**src/rtl/nes_cpu_pkg.sv**
```systemverilog
// ---------------------------------------------------------------------------
// nes_cpu_pkg
// Shared definitions for the 6502 core's instruction sequencing logic:
//   - int_src_t : encoding of the source of the current instruction register
//                 (none, IRQ, NMI, RESET)
//   - BRK_OPCODE_DEFAULT : opcode injected on interrupt/reset entry
//   - is_jam()  : recognises the undocumented JAM/KIL opcodes that lock the CPU
// ---------------------------------------------------------------------------
package nes_cpu_pkg;

    typedef enum logic [1:0] {
        INT_NONE  = 2'd0,
        INT_IRQ   = 2'd1,
        INT_NMI   = 2'd2,
        INT_RESET = 2'd3
    } int_src_t;

    localparam logic [7:0] BRK_OPCODE_DEFAULT = 8'h00;

    // JAM opcodes are x2 where the high nibble is 0-7 or odd (9, B, D, F).
    function automatic logic is_jam(input logic [7:0] opcode);
        return (opcode[3:0] == 4'h2) && (!opcode[7] || opcode[4]);
    endfunction

endpackage

```
**src/rtl/instr_sequencer_nmi_edge_detect.sv**
```systemverilog
// ---------------------------------------------------------------------------
// nmi_edge_detect
// Latches a falling edge on nmi_n into a pending flag that stays set until the
// sequencer consumes it at an instruction fetch. Runs every clock, independent
// of RDY and JAM halt, so an NMI arriving during a stall is not lost.
// Ports:
//   clk_ph1  in   phase-1 clock
//   rst      in   synchronous reset, active-low
//   nmi_n    in   NMI request line, falling-edge sensitive
//   consume  in   fetch is servicing the pending NMI this cycle
//   pending  out  an NMI edge has been seen and not yet serviced
// ---------------------------------------------------------------------------
module nmi_edge_detect (
    input  logic clk_ph1,
    input  logic rst,
    input  logic nmi_n,
    input  logic consume,
    output logic pending
);

    logic nmi_prev;
    logic fall;

    assign fall = nmi_prev && !nmi_n;

    // A fresh edge wins over a consume in the same cycle, so back-to-back
    // NMIs are never dropped.
    always_ff @(posedge clk_ph1) begin
        if (!rst) begin
            nmi_prev <= 1'b1;
            pending  <= 1'b0;
        end else begin
            nmi_prev <= nmi_n;
            if (fall) begin
                pending <= 1'b1;
            end else if (consume) begin
                pending <= 1'b0;
            end
        end
    end

endmodule

```
**src/rtl/instr_sequencer.sv**
```systemverilog
// ---------------------------------------------------------------------------
// instr_sequencer
// Instruction register and T-cycle counter for the 6502 core. Sits between the
// pre-decode register and the decode ROM / timing logic. Handles RDY stalls,
// injects BRK_OPCODE at fetch for pending RESET/NMI/unmasked IRQ, and flags a
// sticky cycle-counter overflow.
// Optional feature macro: INSTR_SEQ_JAM_HALT_EN -- when defined, fetching a
// JAM opcode halts sequencing until reset; otherwise halted is tied to 0.
// Ports:
//   clk_ph1    in   phase-1 clock, rising edge
//   rst        in   synchronous reset, active-low
//   rdy        in   1 advance, 0 stall
//   i_cycle    in   increment cycle counter
//   r_cycle    in   clear cycle counter (priority over i_cycle)
//   pd         in   pre-decode opcode
//   nmi_n      in   NMI request, falling-edge sensitive
//   irq_n      in   IRQ request, level, active-low
//   i_flag     in   processor I flag, 1 masks IRQ
//   ir         out  instruction register
//   cycle      out  current T-cycle
//   sync       out  opcode cycle indicator (cycle == 1)
//   int_src    out  source of current ir (none/IRQ/NMI/RESET)
//   cycle_ovf  out  sticky counter wrap via i_cycle
//   halted     out  JAM halt
// ---------------------------------------------------------------------------
module instr_sequencer
    import nes_cpu_pkg::*;
#(
    parameter int              CYCLE_W    = 3,
    parameter int              IR_W       = 8,
    parameter logic [IR_W-1:0] BRK_OPCODE = IR_W'(BRK_OPCODE_DEFAULT)
) (
    input  logic               clk_ph1,
    input  logic               rst,
    input  logic               rdy,
    input  logic               i_cycle,
    input  logic               r_cycle,
    input  logic [IR_W-1:0]    pd,
    input  logic               nmi_n,
    input  logic               irq_n,
    input  logic               i_flag,
    output logic [IR_W-1:0]    ir,
    output logic [CYCLE_W-1:0] cycle,
    output logic               sync,
    output logic [1:0]         int_src,
    output logic               cycle_ovf,
    output logic               halted
);

    localparam logic [CYCLE_W-1:0] CYCLE_ONES = '1;
    localparam logic [CYCLE_W-1:0] CYCLE_ONE  = CYCLE_W'(1);

    logic [CYCLE_W-1:0] cycle_q;
    logic [CYCLE_W-1:0] next_cycle;
    logic [IR_W-1:0]    ir_q;
    logic [IR_W-1:0]    ir_next;
    int_src_t           src_q;
    int_src_t           src_next;
    logic               reset_pending;
    logic               ovf_q;
    logic               halted_q;
    logic               nmi_pending;
    logic               nmi_consume;
    logic               advance;
    logic               fetch;
    logic               irq_take;
    logic               inject;
    logic               ovf_set;
    logic               halt_set;

    nmi_edge_detect u_nmi (
        .clk_ph1 (clk_ph1),
        .rst     (rst),
        .nmi_n   (nmi_n),
        .consume (nmi_consume),
        .pending (nmi_pending)
    );

    // Sequencing decisions for this cycle. RESET outranks NMI outranks IRQ;
    // only a fetch (next cycle == 1 while advancing) can load ir.
    always_comb begin
        next_cycle = cycle_q;
        ir_next    = pd;
        src_next   = INT_NONE;

        if (r_cycle) begin
            next_cycle = '0;
        end else if (i_cycle) begin
            next_cycle = cycle_q + CYCLE_ONE;
        end

        advance  = rdy && !halted_q;
        fetch    = advance && (next_cycle == CYCLE_ONE);
        irq_take = !irq_n && !i_flag;
        inject   = reset_pending || nmi_pending || irq_take;

        if (reset_pending) begin
            ir_next  = BRK_OPCODE;
            src_next = INT_RESET;
        end else if (nmi_pending) begin
            ir_next  = BRK_OPCODE;
            src_next = INT_NMI;
        end else if (irq_take) begin
            ir_next  = BRK_OPCODE;
            src_next = INT_IRQ;
        end

        nmi_consume = fetch && !reset_pending && nmi_pending;

        // The wrap from all-ones to 0 right after reset is expected and is not
        // an overflow.
        ovf_set = advance && !r_cycle && i_cycle &&
                  (cycle_q == CYCLE_ONES) && !reset_pending;

`ifdef INSTR_SEQ_JAM_HALT_EN
        halt_set = fetch && !inject && is_jam(8'(pd));
`else
        halt_set = 1'b0;
`endif
    end

    // Main sequencing state. Stalls (rdy low or halted) freeze everything here;
    // the NMI detector keeps running in its own module.
    always_ff @(posedge clk_ph1) begin
        if (!rst) begin
            cycle_q       <= CYCLE_ONES;
            ir_q          <= '0;
            src_q         <= INT_NONE;
            reset_pending <= 1'b1;
            ovf_q         <= 1'b0;
        end else begin
            if (advance) begin
                cycle_q <= next_cycle;
            end
            if (fetch) begin
                ir_q          <= ir_next;
                src_q         <= src_next;
                reset_pending <= 1'b0;
            end
            if (ovf_set) begin
                ovf_q <= 1'b1;
            end
        end
    end

`ifdef INSTR_SEQ_JAM_HALT_EN
    // Once a JAM opcode is fetched only reset releases the core.
    always_ff @(posedge clk_ph1) begin
        if (!rst) begin
            halted_q <= 1'b0;
        end else if (halt_set) begin
            halted_q <= 1'b1;
        end
    end
`else
    assign halted_q = 1'b0;
`endif

    assign ir        = ir_q;
    assign cycle     = cycle_q;
    assign sync      = (cycle_q == CYCLE_ONE);
    assign int_src   = src_q;
    assign cycle_ovf = ovf_q;
    assign halted    = halted_q;

endmodule

```
**config.mk**
```make
export PLATFORM = sky130hd
export DESIGN_NAME = instr_sequencer
export DESIGN_NICKNAME = d
export VERILOG_FILES = /design/src/rtl/nes_cpu_pkg.sv /design/src/rtl/instr_sequencer_nmi_edge_detect.sv /design/src/rtl/instr_sequencer.sv
export SDC_FILE = /design/constraint.sdc
export NUM_CORES = 1
export LEC_CHECK = 0
export CAP_MARGIN = 10
export CORE_MARGIN = 1.5
export CORE_UTILIZATION = 44
export CTS_CLUSTER_SIZE = 25
export DETAILED_ROUTE_END_ITERATION = 10
export PLACE_DENSITY_LB_ADDON = 0.12
export SLEW_MARGIN = 0
export SYNTH_ARGS = -nofsm -noshare
export SYNTH_HDL_FRONTEND = slang
export SYNTH_HIERARCHICAL = 1
export SYNTH_SLANG_ARGS = --single-unit
export TNS_END_PERCENT = 1
```
**constraint.sdc**
```tcl
create_clock -name clk_ph1 -period 3.9 [get_ports clk_ph1]
set_input_delay 0.585 -clock clk_ph1 [delete_from_list [all_inputs] [get_ports clk_ph1]]
set_output_delay 0.585 -clock clk_ph1 [all_outputs]
set_load 0.03 [all_outputs]
```
* After elaboration in Yosys (flattened, before gate mapping) *
Index checks and enable logic that the tools add are counted.

storage, ports and cells
  register bits after elaboration = 17
  logic and storage cells = 36
  output and inout bits = 16

operators by class
  multiplexer cells = 10
  eq/ne operators = 3
  add/sub/neg operators = 1
  reductions and logical operators = 15

operators with widths
  kind                                                  number
  two-way mux 8 bit                                     3
  logical AND 1 bit                                     9
  equality test 3 x 1 -> 1 bit (second input constant)  2
  two-way mux 3 bit                                     2
  logical NOT 1 bit                                     5
  two-way mux 2 bit                                     2
  adder 3 x 1 -> 3 bit (second input constant)          1
  equality test 3 bit (second input constant)           1
  two-way mux 1 bit                                     3
  nonzero test 2 bit                                    1

* Depth between registers and ports, before layout *
  depth in word-level cells = 9
  gate-level depth with buffers = 6

* Cells and area by module *
Netlist, hierarchy kept.

by module, submodules not included
  module           cells an instance  sequential area each (um^2)  area an instance (um^2)  instances
  instr_sequencer  77                 300.3                        709.4                    1
  nmi_edge_detect  6                  40.0                         70.1                     1

* Least setup slack after synthesis *
Ideal clock, no wire load.

  kind = register to register
  start point = register cycle_q[0] (netlist: cycle[0])
  end point = register src_q[0] (netlist: int_src[0])
  arrival = 1.933 ns
  stages on the path, launching flop included = 7
  required time = 3.778 ns
  buffers on the path = 1
  path slack = 1.846 ns
  library setup time = 0.122 ns
  path through = dfxtp_1 > ha_1 > ha_1 > or4bb_1 > a21bo_1 > buf_6 > mux2i_1

on the way
  longest elaborated chain between the ends = 5

RTL lines
  what                            line                    source
  start, declared                 instr_sequencer.sv:53   logic [CYCLE_W-1:0] cycle_q;
  start signal, assigned          instr_sequencer.sv:133  cycle_q <= next_cycle;
  adder 3 x 1 -> 3 bit            instr_sequencer.sv:89   next_cycle = cycle_q + CYCLE_ONE;
  two-way mux 3 bit *             instr_sequencer.sv:88   end else if (i_cycle) begin
  two-way mux 3 bit *             instr_sequencer.sv:86   if (r_cycle) begin
  equality test 3 x 1 -> 1 bit *  instr_sequencer.sv:93   fetch = advance && (next_cycle == CYCLE_ONE);
  logical AND 1 bit *             instr_sequencer.sv:93
  end signal, assigned            instr_sequencer.sv:137  src_q <= src_next;
  end, declared                   instr_sequencer.sv:57   int_src_t src_q;

Mark *: on every way between the ends. The rest lies on a longest branch, timed or not.
A chain may end at the register's enable or synchronous reset.

==> flow_metrics.env <==
export IMPL_cpPeakStageDelay_ns=0.88
export IMPL_critical_path_max_fanout=20
export IMPL_start_util_pct=46.15
export IMPL_worst_setup_path_end_kind="flip-flop"
export IMPL_dr_pass1_iters=4
export IMPL_hold_class="flip-flop to flip-flop"
export IMPL_slew_headroom_pct=40.90
export IMPL_timing_fmax_ghz=0.4206
export IMPL_cts_hold_buf=0
export IMPL_dieWidth_um=45.09
export IMPL_grt_total_usage_pct=16.18
export IMPL_drtIter0Drc=5
export IMPL_cts_path_max_buffers=2
export IMPL_period_needed_ns=2.377
export IMPL_synth_area_top_cells="dfxtp_1 (44%), mux2i_1 (13%), nand2_1 (7.2%)"
export IMPL_tightest_slew_ns=0.8846
export IMPL_holdWs_ns=0.4675
export IMPL_finalCritPeriodShare_pct=60.96
export IMPL_overflow=0
export IMPL_vias=661
export IMPL_setup_viol=0
export IMPL_fin_worst_skew_ns=0.007753
export IMPL_synth_ff_type="dfxtp_1"
export IMPL_post_cts_buffers=0
export IMPL_cts_made_buffers=3
export IMPL_r2r_start="cycle[0]"
export IMPL_final_core_util_pct=64.96
export IMPL_crit_type="input port to flip-flop"
export IMPL_worstPathRequired_ns=4.13
export IMPL_synthesis_area_sq_um=779.5
export IMPL_h_tree_depth=1
export IMPL_syn_inst=83
export IMPL_die_h_um=45.09
export IMPL_path_clk_slew_ns=0.11
export IMPL_critPathLaunchType="input port"
export IMPL_path_cells="clkdlybuf4s50_1 > nor3b_1 > nand3_1 > mux2i_1"
export IMPL_clock_latency_ns=0.29
export IMPL_grt_pass1_vias=580
export IMPL_startpoint="rst"
export IMPL_wl_per_cell_um=11.94
export IMPL_hold_start="ir[4]"
export IMPL_crit_slowest_cell="clkdlybuf4s50_1"
export IMPL_p_leak_nw=0.4566
export IMPL_cts_tree="done"
export IMPL_die_area_sq_um=2033
export IMPL_synth_warnings=6
export IMPL_crit_buf_inv=1
export IMPL_final_antenna_net_count=0
export IMPL_synth_nets=102
export IMPL_syn_to_final_growth_pct=40.77
export IMPL_ys_seq_elements=17
export IMPL_drive_gt1_share_pct=6.250
export IMPL_avgSynthCellArea_sq_um=9.392
export IMPL_ctsResizeCount=0
export IMPL_grt_max_degree=21
export IMPL_antenna_cells=0
export IMPL_yosys_area_top_type_share_pct=43.66
export IMPL_cts_root_buf="clkbuf_4"
export IMPL_crit_family="simple AND/OR/NAND/NOR gates"
export IMPL_drv_slew=0
export IMPL_power_total_mw=0.3345
export IMPL_synth_distinct_cells=27
export IMPL_grt_pass1_wl_um=2380
export IMPL_row_count=15
export IMPL_power_density_nw_per_um2=304.8
export IMPL_place_congestion=0.7699
export IMPL_antenna_found_initial=0
export IMPL_async_flop_share_pct=0
export IMPL_io_buffers=30
export IMPL_hold_viol=0
export IMPL_ys_seq_area_share_pct=43.66
export IMPL_route_detailed_drc=0
export IMPL_clock_sinks=17
export IMPL_core_sq_um=1689
export IMPL_irDropWorstVdd_v=0.0002255
export IMPL_io_pins=32
export IMPL_viasPerCell=5.124
export IMPL_yosysTopAreaCell="dfxtp_1"
export IMPL_fill_cells=154
export IMPL_tns_ns=0
export IMPL_final_nets=132
export IMPL_status="complete, no violations"
export IMPL_rsz0062_at_grt="false"
export IMPL_wl_um=1540
export IMPL_synth_edf_count=0
export IMPL_cap_viol_max_count=0
export IMPL_cp_data_arrival_time_ns=2.61
-- per-layer routing --
metal	GRT usage, %	up-vias	share of wire [%]
met1	20.44	293	48
met5	0	-	0
met3	4.800	2	5.2
met2	24.57	20	46
met4	8.824	0	0.78
li1	-	346	-
-- sequential cells by signal, summed over array words and instances, names as in the netlist --
signal,count
cycle,3
cycle_ovf,1
int_src,2
ir,8
reset_pending,1
u_nmi/nmi_prev,1
u_nmi/pending,1
-- worst paths after layout --
path	endpoint	cells past startpoint	slack, ns
max	ir[0]	4	1.52
max reg2reg	reset_pending	5	1.76
min reg2reg	ir[4]	2	0.47
min	ir[4]	2	0.47
-- cell families after synthesis --
family | share of synthesized area [%]
flops | 43.66
fa+ha+maj | 4.816
mux | 12.84
compound gates | 10.43
other cells | 0.4811
simple gates | 23.27
buf+inv | 4.493
-- cell type report --
class	instances	area, sq um	share of cell area (%)
Clock inverter	1	5.005	0.4561
Multi-Input combinational cell	60	404.1	36.83
Tap cell	17	21.27	1.938
Timing Repair Buffer	30	300.3	27.37
Inverter	1	3.754	0.3421
Sequential cell	17	340.3	31.01
Clock buffer	3	22.52	2.052
-- cells in the mapped netlist, types with 2 or more instances --
cell type and count:
nand2_1 15, mux2i_1 10, dfxtp_1 17, ha_1 3
nand3_1 8, o21ai_0 3, nand2b_1 3, nor3b_1 2
nor2b_1 3, o211ai_1 2
-- where the power goes --
group	internal, mW	leakage (nW)	switching (mW)
clock network	0.0381	0.0177	0.0585
registers	0.178	0.139	0.00530
logic	0.0291	0.300	0.0252
total	0.246	0.457	0.0890
-- stage by stage --
stage          cell area (sq um)  worst slack [ns]  cells
2_1_floorplan              779.5             1.846     83
3_5_place_dp                1070             1.231    125
5_1_grt                     1097             1.342    129
4_1_cts                     1097             1.535    129
6_report                    1097             1.523    129
3_3_place_gp                1070             1.305    125
-- cells in the final DEF, fill, tap and decap left out --
master | Yosys | layout
nor2b_1 | 3 | 3
o21ai_0 | 3 | 3
a21boi_2 | 1 | 1
clkbuf_4 | 0 | 3
a32oi_1 | 1 | 1
or4bb_1 | 1 | 1
conb_1 | 1 | 1
a21oi_1 | 1 | 1
a21bo_2 | 1 | 1
or2_2 | 1 | 1
dfxtp_1 | 17 | 17
nand3_1 | 8 | 8
mux2i_1 | 10 | 10
a21bo_1 | 1 | 1
nor3b_1 | 2 | 2
nand2b_1 | 3 | 3
clkdlybuf4s50_1 | 0 | 30
a31oi_1 | 1 | 1
o211ai_1 | 2 | 2
ha_1 | 3 | 3
or4b_1 | 1 | 1
clkinv_2 | 0 | 1
nor3_1 | 1 | 1
nand2_1 | 15 | 15
inv_1 | 1 | 1
-- worst register-to-register path, cell delays in order (launching register included) --
cell,delay [ns]
dfxtp_1,0.38
ha_1,0.22
ha_1,0.28
or4bb_1,0.50
a21bo_1,0.38
a21bo_2,0.29
Note: power is estimated with default switching activity, not from simulation.
